[src/rtl/framebuffer_spram_arbiter.sv]
// Framebuffer single-port RAM arbiter.
// Shares one single-port RAM between a pipeline read port, a buffered pipeline
// write port and an optional whole-framebuffer clear engine.
// Optional feature: define FB_ARBITER_CLEAR_EN to compile in the clear FSM.
// Without it the clear ports stay on the interface but do nothing.
module framebuffer_spram_arbiter #(
  parameter int unsigned INDEX_WIDTH = 14,
  parameter int unsigned WBUF_DEPTH  = 2
) (
  input  logic                   clk,
  input  logic                   reset,
  input  logic                   rd_req,
  input  logic [INDEX_WIDTH-1:0] rd_index,
  output logic                   rd_grant,
  output logic                   rd_valid,
  output logic [15:0]            rd_data,
  input  logic                   wr_req,
  input  logic [INDEX_WIDTH-1:0] wr_index,
  input  logic [15:0]            wr_data,
  output logic                   wr_ready,
  input  logic                   clear_start,
  input  logic [15:0]            clear_value,
  output logic                   clear_busy,
  output logic [INDEX_WIDTH-1:0] mem_addr,
  output logic [15:0]            mem_wdata,
  output logic                   mem_we,
  input  logic [15:0]            mem_rdata
);

  localparam int unsigned PtrW = $clog2(WBUF_DEPTH);
  localparam int unsigned CntW = PtrW + 1;

  typedef enum logic [1:0] {StIdle, StDrain, StClear} state_e;

  // Write buffer storage and bookkeeping
  logic [INDEX_WIDTH-1:0] fifo_idx_q  [WBUF_DEPTH];
  logic [15:0]            fifo_data_q [WBUF_DEPTH];
  logic [WBUF_DEPTH-1:0]  fifo_vld_q;
  logic [PtrW-1:0]        wptr_q;
  logic [PtrW-1:0]        rptr_q;
  logic [CntW-1:0]        cnt_q;

  // live_q keeps every request path closed until the first clock after reset release
  logic live_q;
  logic rd_valid_q;

  logic full;
  logic empty;
  logic hazard;
  logic do_drain;
  logic do_read;
  logic do_enq;

  // Clear engine view shared by both builds
  state_e                 state_q;
  logic                   clear_wr;
  logic [INDEX_WIDTH-1:0] clr_addr;
  logic [15:0]            clr_value_q;

  assign full  = (cnt_q == CntW'(WBUF_DEPTH));
  assign empty = (cnt_q == '0);

  // RAW hazard: read index matches any write still sitting in the buffer
  always_comb begin
    hazard = 1'b0;
    for (int i = 0; i < int'(WBUF_DEPTH); i++) begin
      if (fifo_vld_q[i] && (fifo_idx_q[i] == rd_index)) hazard = 1'b1;
    end
  end

  // Per-cycle access selection
  always_comb begin
    do_drain = 1'b0;
    do_read  = 1'b0;
    if (live_q) begin
      if (state_q == StIdle) begin
        if (full)                  do_drain = 1'b1;
        else if (rd_req && hazard) do_drain = 1'b1;
        else if (rd_req)           do_read  = 1'b1;
        else if (!empty)           do_drain = 1'b1;
      end else if (state_q == StDrain) begin
        do_drain = !empty;
      end
    end
  end

  assign wr_ready   = live_q && (state_q == StIdle) && !full;
  assign do_enq     = wr_req && wr_ready;
  assign rd_grant   = do_read;
  assign rd_valid   = rd_valid_q;
  assign rd_data    = mem_rdata;
  assign clear_busy = (state_q != StIdle);

  // RAM port mux: at most one of drain, clear write or read per cycle
  always_comb begin
    mem_we    = 1'b0;
    mem_addr  = rd_index;
    mem_wdata = '0;
    if (do_drain) begin
      mem_we    = 1'b1;
      mem_addr  = fifo_idx_q[rptr_q];
      mem_wdata = fifo_data_q[rptr_q];
    end else if (clear_wr) begin
      mem_we    = 1'b1;
      mem_addr  = clr_addr;
      mem_wdata = clr_value_q;
    end
  end

  // Write buffer control state and read-return pipeline
  always_ff @(posedge clk or negedge reset) begin
    if (!reset) begin
      wptr_q     <= '0;
      rptr_q     <= '0;
      cnt_q      <= '0;
      fifo_vld_q <= '0;
      live_q     <= 1'b0;
      rd_valid_q <= 1'b0;
    end else begin
      live_q     <= 1'b1;
      rd_valid_q <= do_read;
      if (do_drain) begin
        fifo_vld_q[rptr_q] <= 1'b0;
        rptr_q             <= rptr_q + PtrW'(1);
      end
      if (do_enq) begin
        fifo_vld_q[wptr_q] <= 1'b1;
        wptr_q             <= wptr_q + PtrW'(1);
      end
      case ({do_enq, do_drain})
        2'b10:   cnt_q <= cnt_q + CntW'(1);
        2'b01:   cnt_q <= cnt_q - CntW'(1);
        default: cnt_q <= cnt_q;
      endcase
    end
  end

  // Write buffer payload; contents are qualified by fifo_vld_q so no reset needed
  always_ff @(posedge clk) begin
    if (do_enq) begin
      fifo_idx_q[wptr_q]  <= wr_index;
      fifo_data_q[wptr_q] <= wr_data;
    end
  end

`ifdef FB_ARBITER_CLEAR_EN
  logic [INDEX_WIDTH:0] clr_cnt_q;
  logic [INDEX_WIDTH:0] clr_cnt_nxt;

  assign clr_cnt_nxt = clr_cnt_q + (INDEX_WIDTH + 1)'(1);
  assign clear_wr    = (state_q == StClear);
  assign clr_addr    = clr_cnt_q[INDEX_WIDTH-1:0];

  // Clear FSM: flush buffered writes, then sweep every address with the latched value
  always_ff @(posedge clk or negedge reset) begin
    if (!reset) begin
      state_q     <= StIdle;
      clr_cnt_q   <= '0;
      clr_value_q <= '0;
    end else begin
      unique case (state_q)
        StIdle: begin
          if (live_q && clear_start) begin
            state_q     <= StDrain;
            clr_value_q <= clear_value;
          end
        end
        StDrain: begin
          // Leave as soon as the buffer is empty after this cycle's drain
          if (empty || ((cnt_q == CntW'(1)) && do_drain)) begin
            state_q   <= StClear;
            clr_cnt_q <= '0;
          end
        end
        StClear: begin
          if (clr_cnt_nxt[INDEX_WIDTH]) begin
            state_q   <= StIdle;
            clr_cnt_q <= '0;
          end else begin
            clr_cnt_q <= clr_cnt_nxt;
          end
        end
        default: state_q <= StIdle;
      endcase
    end
  end
`else
  logic unused_clear;

  assign state_q      = StIdle;
  assign clear_wr     = 1'b0;
  assign clr_addr     = '0;
  assign clr_value_q  = '0;
  assign unused_clear = ^{clear_start, clear_value};
`endif

endmodule

[config.mk]
export PLATFORM = sky130hd
export DESIGN_NAME = framebuffer_spram_arbiter
export DESIGN_NICKNAME = d
export VERILOG_FILES = /design/src/rtl/framebuffer_spram_arbiter.sv
export SDC_FILE = /design/constraint.sdc
export NUM_CORES = 1
export LEC_CHECK = 0
export BUFFER_PORTS_ARGS = -buffer_cell sky130_fd_sc_hd__buf_2
export CAP_MARGIN = 25
export CORE_MARGIN = 2
export CORE_UTILIZATION = 50
export DETAILED_ROUTE_END_ITERATION = 6
export GPL_TIMING_DRIVEN = 0
export PLACE_DENSITY = 0.85
export SETUP_SLACK_MARGIN = 0.3
export SYNTH_ARGS = -nofsm -noshare
export SYNTH_HDL_FRONTEND = slang
export SYNTH_SLANG_ARGS = --single-unit
[constraint.sdc]
create_clock -name clk -period 3.3 [get_ports clk]
set_clock_uncertainty 0.2 [all_clocks]
set_input_delay 0.66 -clock clk [delete_from_list [all_inputs] [get_ports clk]]
set_output_delay 0.66 -clock clk [all_outputs]
set_load 0.005 [all_outputs]
==> run summary <==
The run finished, with violations left. The checks that failed: negative setup slack. In this run, synthesis inferred 60 flip-flops with an integrated enable.

The die is 90.63 um tall. The post-detailed-placement half-perimeter wirelength was 6.637 mm; the number of fill cells in the layout was 436. The tools report the category of the worst setup path launch point as a primary input. The post-layout instance count excluding filler cells was 560; the sum of overflow across all layers after global routing was 0. For the worst-skew pair, the clock arrives at the later sink with an insertion delay of 0.35 ns. The maximum fanout encountered on the critical timing path was 5; the first-pass iteration count of the detailed router was 6. The most area-hungry cell type in the Yosys netlist is edfxtp_1. The floorplan die width is 90.63 um, and the routed wire length is 11.59 mm. The I/O pin count was 132.

Setup violations remaining at the end of the flow were counted as 17. The logs give 296.1 MHz for the highest clock rate and 0 for the number of antenna repair diodes. The top cell types in the final layout, fill and taps aside, are 93 x buf_2, 60 x edfxtp_1, 41 x buf_4. In this run, synthesis produced a sequential element count of 68. The die covers 0.008214 mm2. The number of sinks driven by the clock tree came out at 68.

The reported max-cap violation count is 0. Setup repair after global routing could not meet its margin everywhere. Using the TritonRoute via totals, the vias-per-cell ratio works out to 6.173.

At the end of the flow, the number of nets in the layout was 538. The count of nets left with antenna violations once routing finished came out at 0. After clock tree synthesis, the clock-pin slew on the worst setup and hold paths is 0.08 ns.

The tools report the endpoint class of the critical path as a primary output. The fraction of the core area covered by cells at the end of the flow came out at 74.94%. The main flop type after synthesis is edfxtp_1.

At the end of routability-driven placement, the weighted congestion stood at 0.9521. In the post-synthesis netlist, the biggest area contributors are edfxtp_1 48%, mux2i_1 8.0%, dfrtp_1 5.3%. For this run, the slowest stage of the critical path takes 0.57 ns. The maximum clock insertion buffer count is 2. The tools report the terminus of the critical flop-to-flop path as cnt_q[1]$_DFFE_PN0P_. The synthesized design devotes to its leading area cell type 48.02% of total area. Relative to the synthesized area, the layout overhead comes to 44.85%. The global-route wire length before repair came out at 16.37 mm. Walking the worst path, the cells encountered are buf_2 -> xnor2_1 -> nand4_1 -> or4_4 -> and4_4 -> buf_8 -> buf_16 -> nor3_2 -> buf_2. The number of buffers added on ports was 97; the aggregate negative setup slack was -0.9082 ns. After synthesis, the netlist uses 38 different library cells.

In this run the static leakage power is 2.221 nW. The number of global-route vias before repair was 3266. Once the floorplan was initialized, standard cells occupied 51.73% of the core.

Number of placed cells counting well taps: 519. The setup check on the worst reg-to-reg path leaves a slack of 0.43 ns. Counting flops with an async set or reset pin after synthesis yields a share of 11.76%. The critical path ends at mem_wdata[9]. For this run, the number of Yosys warnings is 0.

The fraction of layout cells with a size suffix above 1 works out to 53.58%. The required time at the endpoint of the critical path was 2.44 ns; the period utilization was 102.3%. The standard cell core area came out at 0.007253 mm2.

The category of the critical setup timing path was primary input to primary output. The number of levels in the clock H-tree is 3, and the worst vdd rail ir drop is 0.4433 mV. Largest net degree at the start of global routing: 33. In this run the clock root is driven by a clkbuf_8. The run gives 31 as the standard-cell row count. The logs give 0 for the final number of max-transition violations and 0 for the final routed DRC violation total.

The run gives 35.57% as the relative slew slack. The total clock buffers created by CTS came out at 9. The most numerous cell on the critical path was buf_2. Among all stages on the critical path, the largest delay is contributed by or4_4.

Dividing the detail-routed wire length by the instance count gives 20.69 um. For the worst endpoint data arrival time, the log shows 2.52 ns. Tracing the worst setup path back leads to its startpoint at rd_index[12].

The logs give 323 for the number of standard cells after synthesis and 405 for the total nets after synthesis. The number of DRC markers after the initial detailed-route iteration was 429; the post-synthesis instance area was 0.003752 mm2. Slew at the pin with the worst max-slew slack: 0.9641 ns.

In this run the mean area of a mapped cell was 11.62 um2. The startpoint identified for the worst register-to-register timing path is fifo_idx_q[1][1]$_DFFE_PP_. The smallest clock period supported by the final layout is computed as 3.377 ns.

The tools report the total power as 0.003359 W. The tools report the final hold violation count as 0. The tightest min-delay check is of the primary input to flip-flop type. The total routing usage reported by global routing was 25.45%; the worst hold slack across all endpoints was 0.3005 ns. For this block, the via count after detailed routing is 3457. For this design the ratio of total power to cell area is 618.0 mW/mm2. Sequential cells were found to cover 53.35% of the synthesized design area.

The number of antenna violations at the first check in global routing was 0. TritonCTS built the clock tree. The most common library cell in the layout ignoring fill and taps is buf_2. The post-layout worst setup margin was -0.07749 ns; the length in cells of the worst reg-to-reg path was 10.
-- flip-flops by register name (all words and copies together) (netlist names) --
register     count
cnt_q            2
fifo_data_q     32
fifo_idx_q      28
fifo_vld_q       2
live_q           1
rd_valid         1
rptr_q           1
wptr_q           1
-- synth_stat cells (2+ instances only) --
master,count
or4_1,14
conb_1,2
mux2i_1,30
and4_1,2
nor4_1,3
nand2_1,16
nand4_1,4
clkbuf_1,16
edfxtp_1,60
nor3_2,8
nor2_1,18
buf_2,5
buf_4,17
nor3_1,23
a221oi_1,14
xnor2_1,20
xor2_1,12
o21ai_0,16
dfrtp_1,8
o22a_2,2
nand3_1,16
-- worst min path at each step --
stage                             startpoint                           end  cells after the start
after CTS                        wr_data[13]  fifo_data_q[0][13]$_DFFE_PP_                      1
after global routing              wr_data[6]   fifo_data_q[0][6]$_DFFE_PP_                      1
after global placement    wptr_q$_DFFE_PN0P_            wptr_q$_DFFE_PN0P_                      1
final                            wr_index[4]    fifo_idx_q[0][4]$_DFFE_PP_                      1
after detailed placement               reset            rd_valid$_DFF_PN0_                      1
after floorplan                        reset          cnt_q[0]$_DFFE_PN0P_                      0
-- repair_timing --
action / CTS / global route
setup endpoints to repair: 32 / 32
hold endpoints to repair: 8 / 0
resized for setup: 54 / 94
pin swaps: 26 / 32
hold buffers: 1 / 0
cloned: 2 / 2
setup buffers: 11 / 9
-- critical path: cells and delay by family --
family | cells | cell delay, ns
AND/OR/NAND/NOR | 4 | 1.14
buffers and inverters | 4 | 0.56
XOR/XNOR | 1 | 0.16
-- metal layers --
layer / global-route usage, % / routed length (um)
met5: 0 / 0
met4: 11.28 / 423
met3: 6.260 / 1179
met2: 42.66 / 5629
met1: 31.20 / 4352
-- cell type report --
type	count	area, um2	area share (%)
plain buffers	41	316.6	5.824
clock buffers	10	127.6	2.348
clock inverters	6	63.81	1.174
inverters	1	3.754	0.06906
multi-input cells	213	1982	36.46
flip-flops and latches	68	2003	36.86
well taps	99	123.9	2.279
repair buffers	122	814.5	14.99
-- power breakdown --
group | switching, W | total, W | internal (W)
clock network | 0.000350 | 0.000700 | 0.000350
logic | 0.000829 | 0.00148 | 0.000647
registers | 0.0000950 | 0.00118 | 0.00109
-- per-stage QoR --
stage | setup slack (ns) | cell area (um2)
after floorplan | 0.4147 | 3752
after global placement | -0.3549 | 4362
after detailed placement | -0.2673 | 4370
after CTS | 0.03147 | 4930
after global routing | -0.1190 | 5435
final | -0.07749 | 5435
-- cell families after synthesis --
kind of cell | count (synthesis) | synth area share [%]
and+or+nand+nor | 112 | 17.14
DFF | 68 | 53.35
buffers and inverters | 42 | 6.702
other | 2 | 0.2001
muxes | 30 | 8.003
xor gates and xnor gates | 32 | 7.469
adders and majority gates | 1 | 0.3334
AOI/OAI and AO/OA | 36 | 6.802
Power figures use the tool's default switching activity.
